<file path="src/rtl/mem_stage_lsu.sv">
// MEM-stage load/store unit: drives a req/ack data port, stalls the pipeline until done, extends loads.
// Optional `MISALIGN_TRAP_EN: misaligned half/word accesses trap instead of going to the bus.
module mem_stage_lsu #(
   parameter int unsigned TIMEOUT = 255
) (
   input  logic        clk,
   input  logic        reset,
   input  logic [31:0] ALUResultM,
   input  logic [31:0] WriteDataM,
   input  logic        MemWriteM,
   input  logic [1:0]  ResultSrcM,
   input  logic [2:0]  Funct3M,
   output logic        StallM,
   output logic [31:0] ReadDataM,
   output logic        BusErrM,
   output logic        MisalignM,
   output logic        dmem_req,
   output logic        dmem_we,
   output logic [31:0] dmem_addr,
   output logic [3:0]  dmem_be,
   output logic [31:0] dmem_wdata,
   input  logic [31:0] dmem_rdata,
   input  logic        dmem_ack
);

   typedef enum logic [1:0] {StIdle, StBusy, StDone} state_e;

   localparam logic [7:0] CntLast = 8'(TIMEOUT - 1);

   state_e      state_q, state_d;
   logic [31:0] addr_q, wdata_q, rdata_q;
   logic        we_q, err_q, mis_q;
   logic [3:0]  be_q;
   logic [2:0]  f3_q;
   logic [7:0]  cnt_q;

   logic        acc, trap, expired;
   logic [3:0]  be_in;
   logic [31:0] wdata_in, ld_ext;
   logic [1:0]  lane_sel;
   logic [15:0] lane;

   assign acc     = MemWriteM | (ResultSrcM == 2'b01);
   assign expired = (cnt_q == CntLast);

`ifdef MISALIGN_TRAP_EN
   assign trap = Funct3M[1] ? (|ALUResultM[1:0]) : (Funct3M[0] & ALUResultM[0]);
`else
   assign trap = 1'b0;
`endif

   // Funct3 bit 1 set selects a full word, which also covers the reserved encodings.
   always_comb begin
      be_in    = 4'b1111;
      wdata_in = WriteDataM;
      if (!Funct3M[1]) begin
         if (Funct3M[0]) begin
            be_in    = 4'b0011 << {ALUResultM[1], 1'b0};
            wdata_in = {2{WriteDataM[15:0]}};
         end else begin
            be_in    = 4'b0001 << ALUResultM[1:0];
            wdata_in = {4{WriteDataM[7:0]}};
         end
      end
   end

   always_comb begin
      lane_sel = f3_q[0] ? {addr_q[1], 1'b0} : addr_q[1:0];
      lane     = 16'(dmem_rdata >> {lane_sel, 3'b000});
      if (f3_q[1]) begin
         ld_ext = dmem_rdata;
      end else if (f3_q[0]) begin
         ld_ext = {{16{lane[15] & ~f3_q[2]}}, lane[15:0]};
      end else begin
         ld_ext = {{24{lane[7] & ~f3_q[2]}}, lane[7:0]};
      end
   end

   always_ff @(posedge clk or posedge reset) begin
      if (reset) begin
         state_q <= StIdle;
      end else begin
         state_q <= state_d;
      end
   end

   always_comb begin
      state_d = state_q;
      unique case (state_q)
         StIdle:  if (acc) state_d = trap ? StDone : StBusy;
         StBusy:  if (dmem_ack || expired) state_d = StDone;
         StDone:  state_d = StIdle;
         default: state_d = StIdle;
      endcase
   end

   // Stall is forced low while reset is held so an abandoned access releases the pipeline at once.
   always_comb begin
      StallM    = 1'b0;
      dmem_req  = 1'b0;
      BusErrM   = 1'b0;
      MisalignM = 1'b0;
      if (!reset) begin
         unique case (state_q)
            StIdle:  StallM = acc;
            StBusy:  begin
               StallM   = 1'b1;
               dmem_req = 1'b1;
            end
            StDone:  begin
               BusErrM   = err_q;
               MisalignM = mis_q;
            end
            default: ;
         endcase
      end
   end

   always_ff @(posedge clk or posedge reset) begin
      if (reset) begin
         addr_q  <= '0;
         wdata_q <= '0;
         rdata_q <= '0;
         we_q    <= 1'b0;
         be_q    <= '0;
         f3_q    <= '0;
         cnt_q   <= '0;
         err_q   <= 1'b0;
         mis_q   <= 1'b0;
      end else begin
         unique case (state_q)
            StIdle: begin
               if (acc) begin
                  addr_q  <= ALUResultM;
                  wdata_q <= wdata_in;
                  we_q    <= MemWriteM;
                  be_q    <= be_in;
                  f3_q    <= Funct3M;
                  cnt_q   <= '0;
                  err_q   <= 1'b0;
                  mis_q   <= trap;
                  if (trap) rdata_q <= '0;
               end
            end
            StBusy: begin
               if (dmem_ack) begin
                  if (!we_q) rdata_q <= ld_ext;
               end else if (expired) begin
                  err_q   <= 1'b1;
                  rdata_q <= '0;
               end else begin
                  cnt_q <= cnt_q + 8'd1;
               end
            end
            default: ;
         endcase
      end
   end

   assign ReadDataM  = rdata_q;
   assign dmem_we    = we_q;
   assign dmem_addr  = {addr_q[31:2], 2'b00};
   assign dmem_be    = be_q;
   assign dmem_wdata = wdata_q;

endmodule

</file>
<file path="config.mk">
export PLATFORM = sky130hd
export DESIGN_NAME = mem_stage_lsu
export DESIGN_NICKNAME = d
export VERILOG_FILES = /design/src/rtl/mem_stage_lsu.sv
export SDC_FILE = /design/constraint.sdc
export NUM_CORES = 1
export LEC_CHECK = 0
export ABC_AREA = 0
export CORE_UTILIZATION = 28
export DETAILED_ROUTE_END_ITERATION = 12
export DONT_BUFFER_PORTS = 1
export GPL_TIMING_DRIVEN = 0
export PLACE_DENSITY = 0.54
export SKIP_CTS_REPAIR_TIMING = 1
export SLEW_MARGIN = 15
export SYNTH_ARGS = -nofsm -noshare
export SYNTH_HDL_FRONTEND = slang
export SYNTH_SLANG_ARGS = --single-unit
</file>
<file path="constraint.sdc">
create_clock -name clk -period 3.6 [get_ports clk]
set_clock_uncertainty 0.2 [all_clocks]
set_input_delay 0.36 -clock clk [delete_from_list [all_inputs] [get_ports clk]]
set_output_delay 0.36 -clock clk [all_outputs]
set_load 0.005 [all_outputs]
</file>
Word-level counts from Yosys, hierarchy flattened
Index checks and enable logic that the tools add are counted.
{"block": "word_totals", "ff_bits": 115, "input_bits": 105, "elab_cells": 63}
{"block": "classes", "add_sub_neg": 1, "eq_ne": 10, "n_shift": 3, "n_mux": 27, "bitwise": 4, "n_reduce_logical": 9}
{"operator": "$mux W32", "count": 7}
{"operator": "$shr A32 B5 Y16", "count": 1}
{"operator": "$mux W8", "count": 3}
{"operator": "$pmux W8 S2", "count": 1}
{"operator": "$ne A2 B2 Y1 const B", "count": 6}
{"operator": "$mux W1", "count": 9}
{"operator": "$add A8 B1 Y8 const B", "count": 1}
{"operator": "$eq A8 B8 Y1 const B", "count": 1}
{"operator": "$mux W4", "count": 2}
{"operator": "$reduce_and A4 Y1", "count": 2}
{"operator": "$eq A2 B1 Y1 const B", "count": 2}
{"operator": "$mux W2", "count": 2}
{"operator": "$pmux W1 S2", "count": 2}
{"operator": "$pmux W2 S2", "count": 1}
{"operator": "$reduce_and A2 Y1", "count": 2}
{"operator": "$reduce_bool A2 Y1", "count": 2}
{"operator": "$shl A1 B2 Y4 const A", "count": 1}
{"operator": "$shl A2 B2 Y4 const A", "count": 1}
{"operator": "$reduce_and A3 Y1", "count": 1}
{"operator": "$and A1 B1 Y1", "count": 2}
{"operator": "$eq A2 B2 Y1 const B", "count": 1}
{"operator": "$logic_not A2 Y1", "count": 1}
{"operator": "$logic_or A1 B1 Y1", "count": 1}
{"operator": "$not A1 Y1", "count": 1}
{"operator": "$or A1 B1 Y1", "count": 1}

Depth between registers and ports, before layout
{"block": "depth", "depth_word": 7, "mapped_depth": 7, "ltp_nobuf": 6}

Worst setup path after synthesis
Ideal clock, no wire load.
{"block": "synth_timing", "path_kind": "reg-to-reg", "from": "reg addr_q[1]", "to": "reg rdata_q[17] (netlist: ReadDataM[17])", "setup_ns": 0.121, "arrival_time_ns": 1.503, "required_time_ns": 3.279, "setup_slack_ns": 1.775, "path_stages_with_launch": 7, "path_buffers": 2, "period_less_slack_ns": 1.825, "cell_sequence": "dfrtp_1 > buf_6 > mux2_4 > mux2_2 > o21ai_4 > buf_6 > o2bb2ai_1"}
{"block": "synth_between", "elab_chain_cells": 6, "elab_cells_between_ends": 7}
{"element": "start: declaration", "line_no": "31", "text": "logic [31:0] addr_q, wdata_q, rdata_q;"}
{"element": "start signal: assignment", "line_no": "134", "text": "addr_q <= ALUResultM;"}
{"element": "$shr A32 B5 Y16 *", "line_no": "69", "text": "lane = 16'(dmem_rdata >> {lane_sel, 3'b000});"}
{"element": "$and A1 B1 Y1 (on tied branches)", "line_no": "75, 73"}
{"element": "$mux W32 *", "line_no": "72", "text": "end else if (f3_q[0]) begin"}
{"element": "$mux W32 *", "line_no": "70", "text": "if (f3_q[1]) begin"}
{"element": "$mux W32 *", "line_no": "147", "text": "if (!we_q) rdata_q <= ld_ext;"}
{"element": "$mux W32 *", "line_no": "146", "text": "if (dmem_ack) begin"}
{"element": "end signal: assignment", "line_no": "147"}
{"element": "end: declaration", "line_no": "31"}
Mark *: on every way between the ends. The rest lies on a longest branch, timed or not. The select of a mux whose other input is x is not followed.
A chain may end at the register's enable or synchronous reset.

Final worst setup path
{"block": "layout_timing", "from": "reg state_q[1]", "to": "reg rdata_q[9] (netlist: ReadDataM[9])"}
{"block": "layout_between", "elab_chain_cells": 2}
{"element": "start: declaration", "line_no": "30", "text": "state_e state_q, state_d;"}
{"element": "start signal: assignment", "line_no": "81", "text": "state_q <= StIdle;"}
{"element": "start signal: assignment", "line_no": "83", "text": "state_q <= state_d;"}
{"element": "$eq A2 B1 Y1", "line_no": "131", "text": "unique case (state_q)"}
{"element": "$reduce_and A3 Y1 (no line)"}
Every way passes these cells.

==> impl_metrics.yaml <==
routing:
  num_vias: 4584
  drc: 0
  wire_per_inst_microns: 17.8
  drt-total-wl_microns: 17100
  dr.pass1.iters: 5
  avgViaCountPerCell: 4.77
  antenna_left: 0
  drt_iter0_markers: 170
grt:
  grt_max_degree: 37
  globalRoute.totalOverflow: 0
  grt_use_total_pct: 16.0
  grt_first_pass_wirelength_microns: 24500
  grt_pass1_vias: 4444
  antenna_found_initial: 0
setup_path:
  r2r_end: "ReadDataM[9]$_DFFE_PP0P_"
  cp_data_required_time_ns: 3.69
  reg2reg_from: "state_q[1]$_DFFE_PP0P_"
  endpoint_kind: "flip-flop"
  path_max_fanout: 10
  critical_path_buf_inv_count: 1
  cp_slowest_cell: "nor3b_4"
  critPathMaxStageDelay_ns: 0.57
  cp_cell_sequence: "nand2b_1 > nor3b_4 > nor2_2 > buf_6 > a32o_1"
  ff2ff_setup_slack_ns: 1.40
  crit_type: "flip-flop to flip-flop"
  ff2ff_path_depth: 5
  crit_path_start_kind: "flip-flop"
  cpLargestDelayFamily: "simple AND/OR/NAND/NOR gates"
  path_depth: 5
  critPathArrivalTime_ns: 2.29
cts:
  cts_tree: "built"
  cts.sinks: 115
  clock-root-buffer: "clkbuf_16"
  h-tree-depth: 4
  worstSkewPairLatency_ns: 0.40
  clock_path_buffers: 2
  cts_buffers: 17
  path_clk_slew_ns: 0.06
final_layout:
  nets: 790
  final_cells: 961
  nFillCells: 1915
  drive_above_1_share_pct: 13.5
  stdcell_area_sq_mm: 0.00734
  insertedDiodeCount: 0
  syn2layout_area_growth_pct: 31.9
  fin_util_pct: 37.7
logic_synthesis:
  synth_edf_count: 0
  yosys_warnings: 0
  ys_ff_latch: 115
  syn_area_sq_mm: 0.00556
  avgSynthCellArea_sq_um: 9.54
  synthFlopType: "dfrtp_1"
  synth_cell_types: 43
  ys_seq_area_share_pct: 51.7
  ys_async_sr_fraction_pct: 100
  netlist_instances: 583
die:
  die_h_microns: 143
  row_count: 51
  ios: 210
  coreArea_sq_mm: 0.0195
  die-area_sq_mm: 0.0204
  start_util_pct: 28.6
  dieWidth_microns: 143
power:
  p_sw_w: 0.00223
  power.leakage_nw: 3.33
  p_sw_share_pct: 36.6
  p_clk_share_pct: 28.7
  seqPwrFrac_pct: 38.4
  comb_power_share_pct: 33.0
  powerDensity_mw_per_mm2: 831
  cell_internal_pwr_w: 0.00387
  ir_drop_uv: 353
hold_path:
  hp-class: "input port to flip-flop"
  hold_end: "dmem_be[2]$_DFFE_PP0P_"
  holdCritStartpoint: "ALUResultM[1]"
  hold_depth: 2
place:
  routabilityCongestion: 0.837
  pre_cts_ws_ns: 1.25
  post-dp-hpwl_microns: 12400
  io_buffers: 0
  placed_cell_area_sq_mm: 0.00597
  placed_cells: 853
sta:
  period_share_pct: 61.1
  fin_ws_ns: 1.40
  fmax_mhz: 455
  finalHoldViolCount: 11
  fin_tns_setup_ns: 0
  slew_headroom_pct: 46.9
  worst_pin_slew_ns: 0.795
  finalSetupViolCount: 0
  hold_slack_ns: -0.0397
  drv_slew: 0
  post-route-min-period_ns: 2.20
  rsz0062_at_grt: "false"
flow_run:
  cap_violations: 0
outcome:
  violations: "negative hold slack"
  status: "finished, violations left"
routing by layer:
metal / up-vias / part of all wire [%] / GRT usage [%]
met5: - / 0 / 0
met4: 0 / 1.4 / 5.89
met2: 194 / 50 / 27.4
li1: 2165 / - / -
met3: 19 / 8.4 / 6.71
met1: 2206 / 40 / 17.6
how the worst max path moves through the flow:
stage | start | to | slack (ns)
floorplan | reset | ReadDataM[0]$_DFFE_PP0P_ | 1.64
global placement | reset | ReadDataM[4]$_DFFE_PP0P_ | 1.02
detailed placement | ResultSrcM[0] | addr_q[21]$_DFFE_PP0P_ | 1.25
CTS | state_q[1]$_DFFE_PP0P_ | ReadDataM[9]$_DFFE_PP0P_ | 1.41
global route | state_q[0]$_DFFE_PP0P_ | addr_q[28]$_DFFE_PP0P_ | 1.24
finish | state_q[1]$_DFFE_PP0P_ | ReadDataM[9]$_DFFE_PP0P_ | 1.40
cells in the mapped netlist (2+ instances only):
cell type	number	area [sq um]
a21oi_1	36	180
a22o_1	2	17.5
a31oi_1	3	18.8
a32o_1	8	80.1
buf_1	2	7.51
buf_2	10	50.1
buf_4	33	248
buf_6	5	56.3
clkbuf_1	16	60.1
dfrtp_1	115	2880
ha_1	2	25.0
inv_1	7	26.3
mux2_4	2	30.0
mux2i_1	34	340
nand2_1	162	608
nand2b_1	12	75.1
nand3_1	3	15.0
nor2_1	23	86.3
nor2_2	2	12.5
nor2b_1	2	12.5
nor3_1	5	25.0
o21ai_0	40	200
o221ai_1	7	61.3
o2bb2ai_1	23	201
o311ai_0	2	17.5
o41ai_1	2	17.5
or2_2	2	12.5
or3_1	8	50.1
stage by stage:
step | power (W) | hold slack (ns)
floorplan | 0.00372 | 0.247
global placement | 0.00422 | 0.262
detailed placement | 0.00431 | 0.202
CTS | 0.00610 | -0.243
global route | 0.00652 | -0.0108
finish | 0.00610 | -0.0397
worst reg2reg max path, delay by kind of cell (launching register included):
kind,cells,cell delay (ns)
flip-flops,1,0.41
buffers and inverters,1,0.21
AO/OA/AOI/OAI,1,0.20
AND/OR/NAND/NOR,3,1.07
area by class of cell:
cell class / count / area (sq um) / area share (%)
clock buffers: 20 / 457 / 6.22
repair buffers: 79 / 821 / 11.2
clock inverters: 12 / 155 / 2.11
flip-flops and latches: 115 / 2880 / 39.2
plain buffers: 66 / 422 / 5.75
inverters: 7 / 30.0 / 0.409
multi-input cells: 397 / 2240 / 30.6
well taps: 265 / 332 / 4.52
flip-flops by register name, indices dropped and copies added, names as in the netlist:
register and count:
addr_q 32, cnt_q 8, state_q 2, dmem_we 1, ReadDataM 32, dmem_be 4
dmem_wdata 32, err_q 1, f3_q 3
cells in the final DEF, fill, tap and decap left out, drive strengths merged, types with 3 or more instances in the layout:
master / count
buf: 53
o21ai: 42
conb: 3
mux2: 3
nand3: 3
a32o: 8
inv: 7
bufinv: 3
clkinv: 6
a21oi: 36
dlygate4sd3: 76
a31oi: 3
dfrtp: 115
clkinvlp: 3
nand2: 162
nand2b: 12
or3: 8
clkbuf: 36
nor2: 25
o2bb2ai: 23
o221ai: 7
nor3: 5
mux2i: 35
cell families after synthesis:
kind of cell / share of synthesized area, %
simple gates: 17.2
compound gates: 15.2
flops: 51.7
buf+inv: 8.05
mux: 7.27
fa+ha+maj: 0.450
other cells: 0.0674
power by group through the flow:
stage          Combinational (W)  Sequential (W)  Clock (W)
6_report                 0.00201         0.00234    0.00175
5_1_grt                  0.00225         0.00242    0.00185
4_1_cts                  0.00196         0.00235    0.00180
3_5_place_dp             0.00196         0.00236          0
3_3_place_gp             0.00188         0.00235          0
2_1_floorplan            0.00153         0.00219          0
Note: power is estimated with default switching activity, not from simulation.
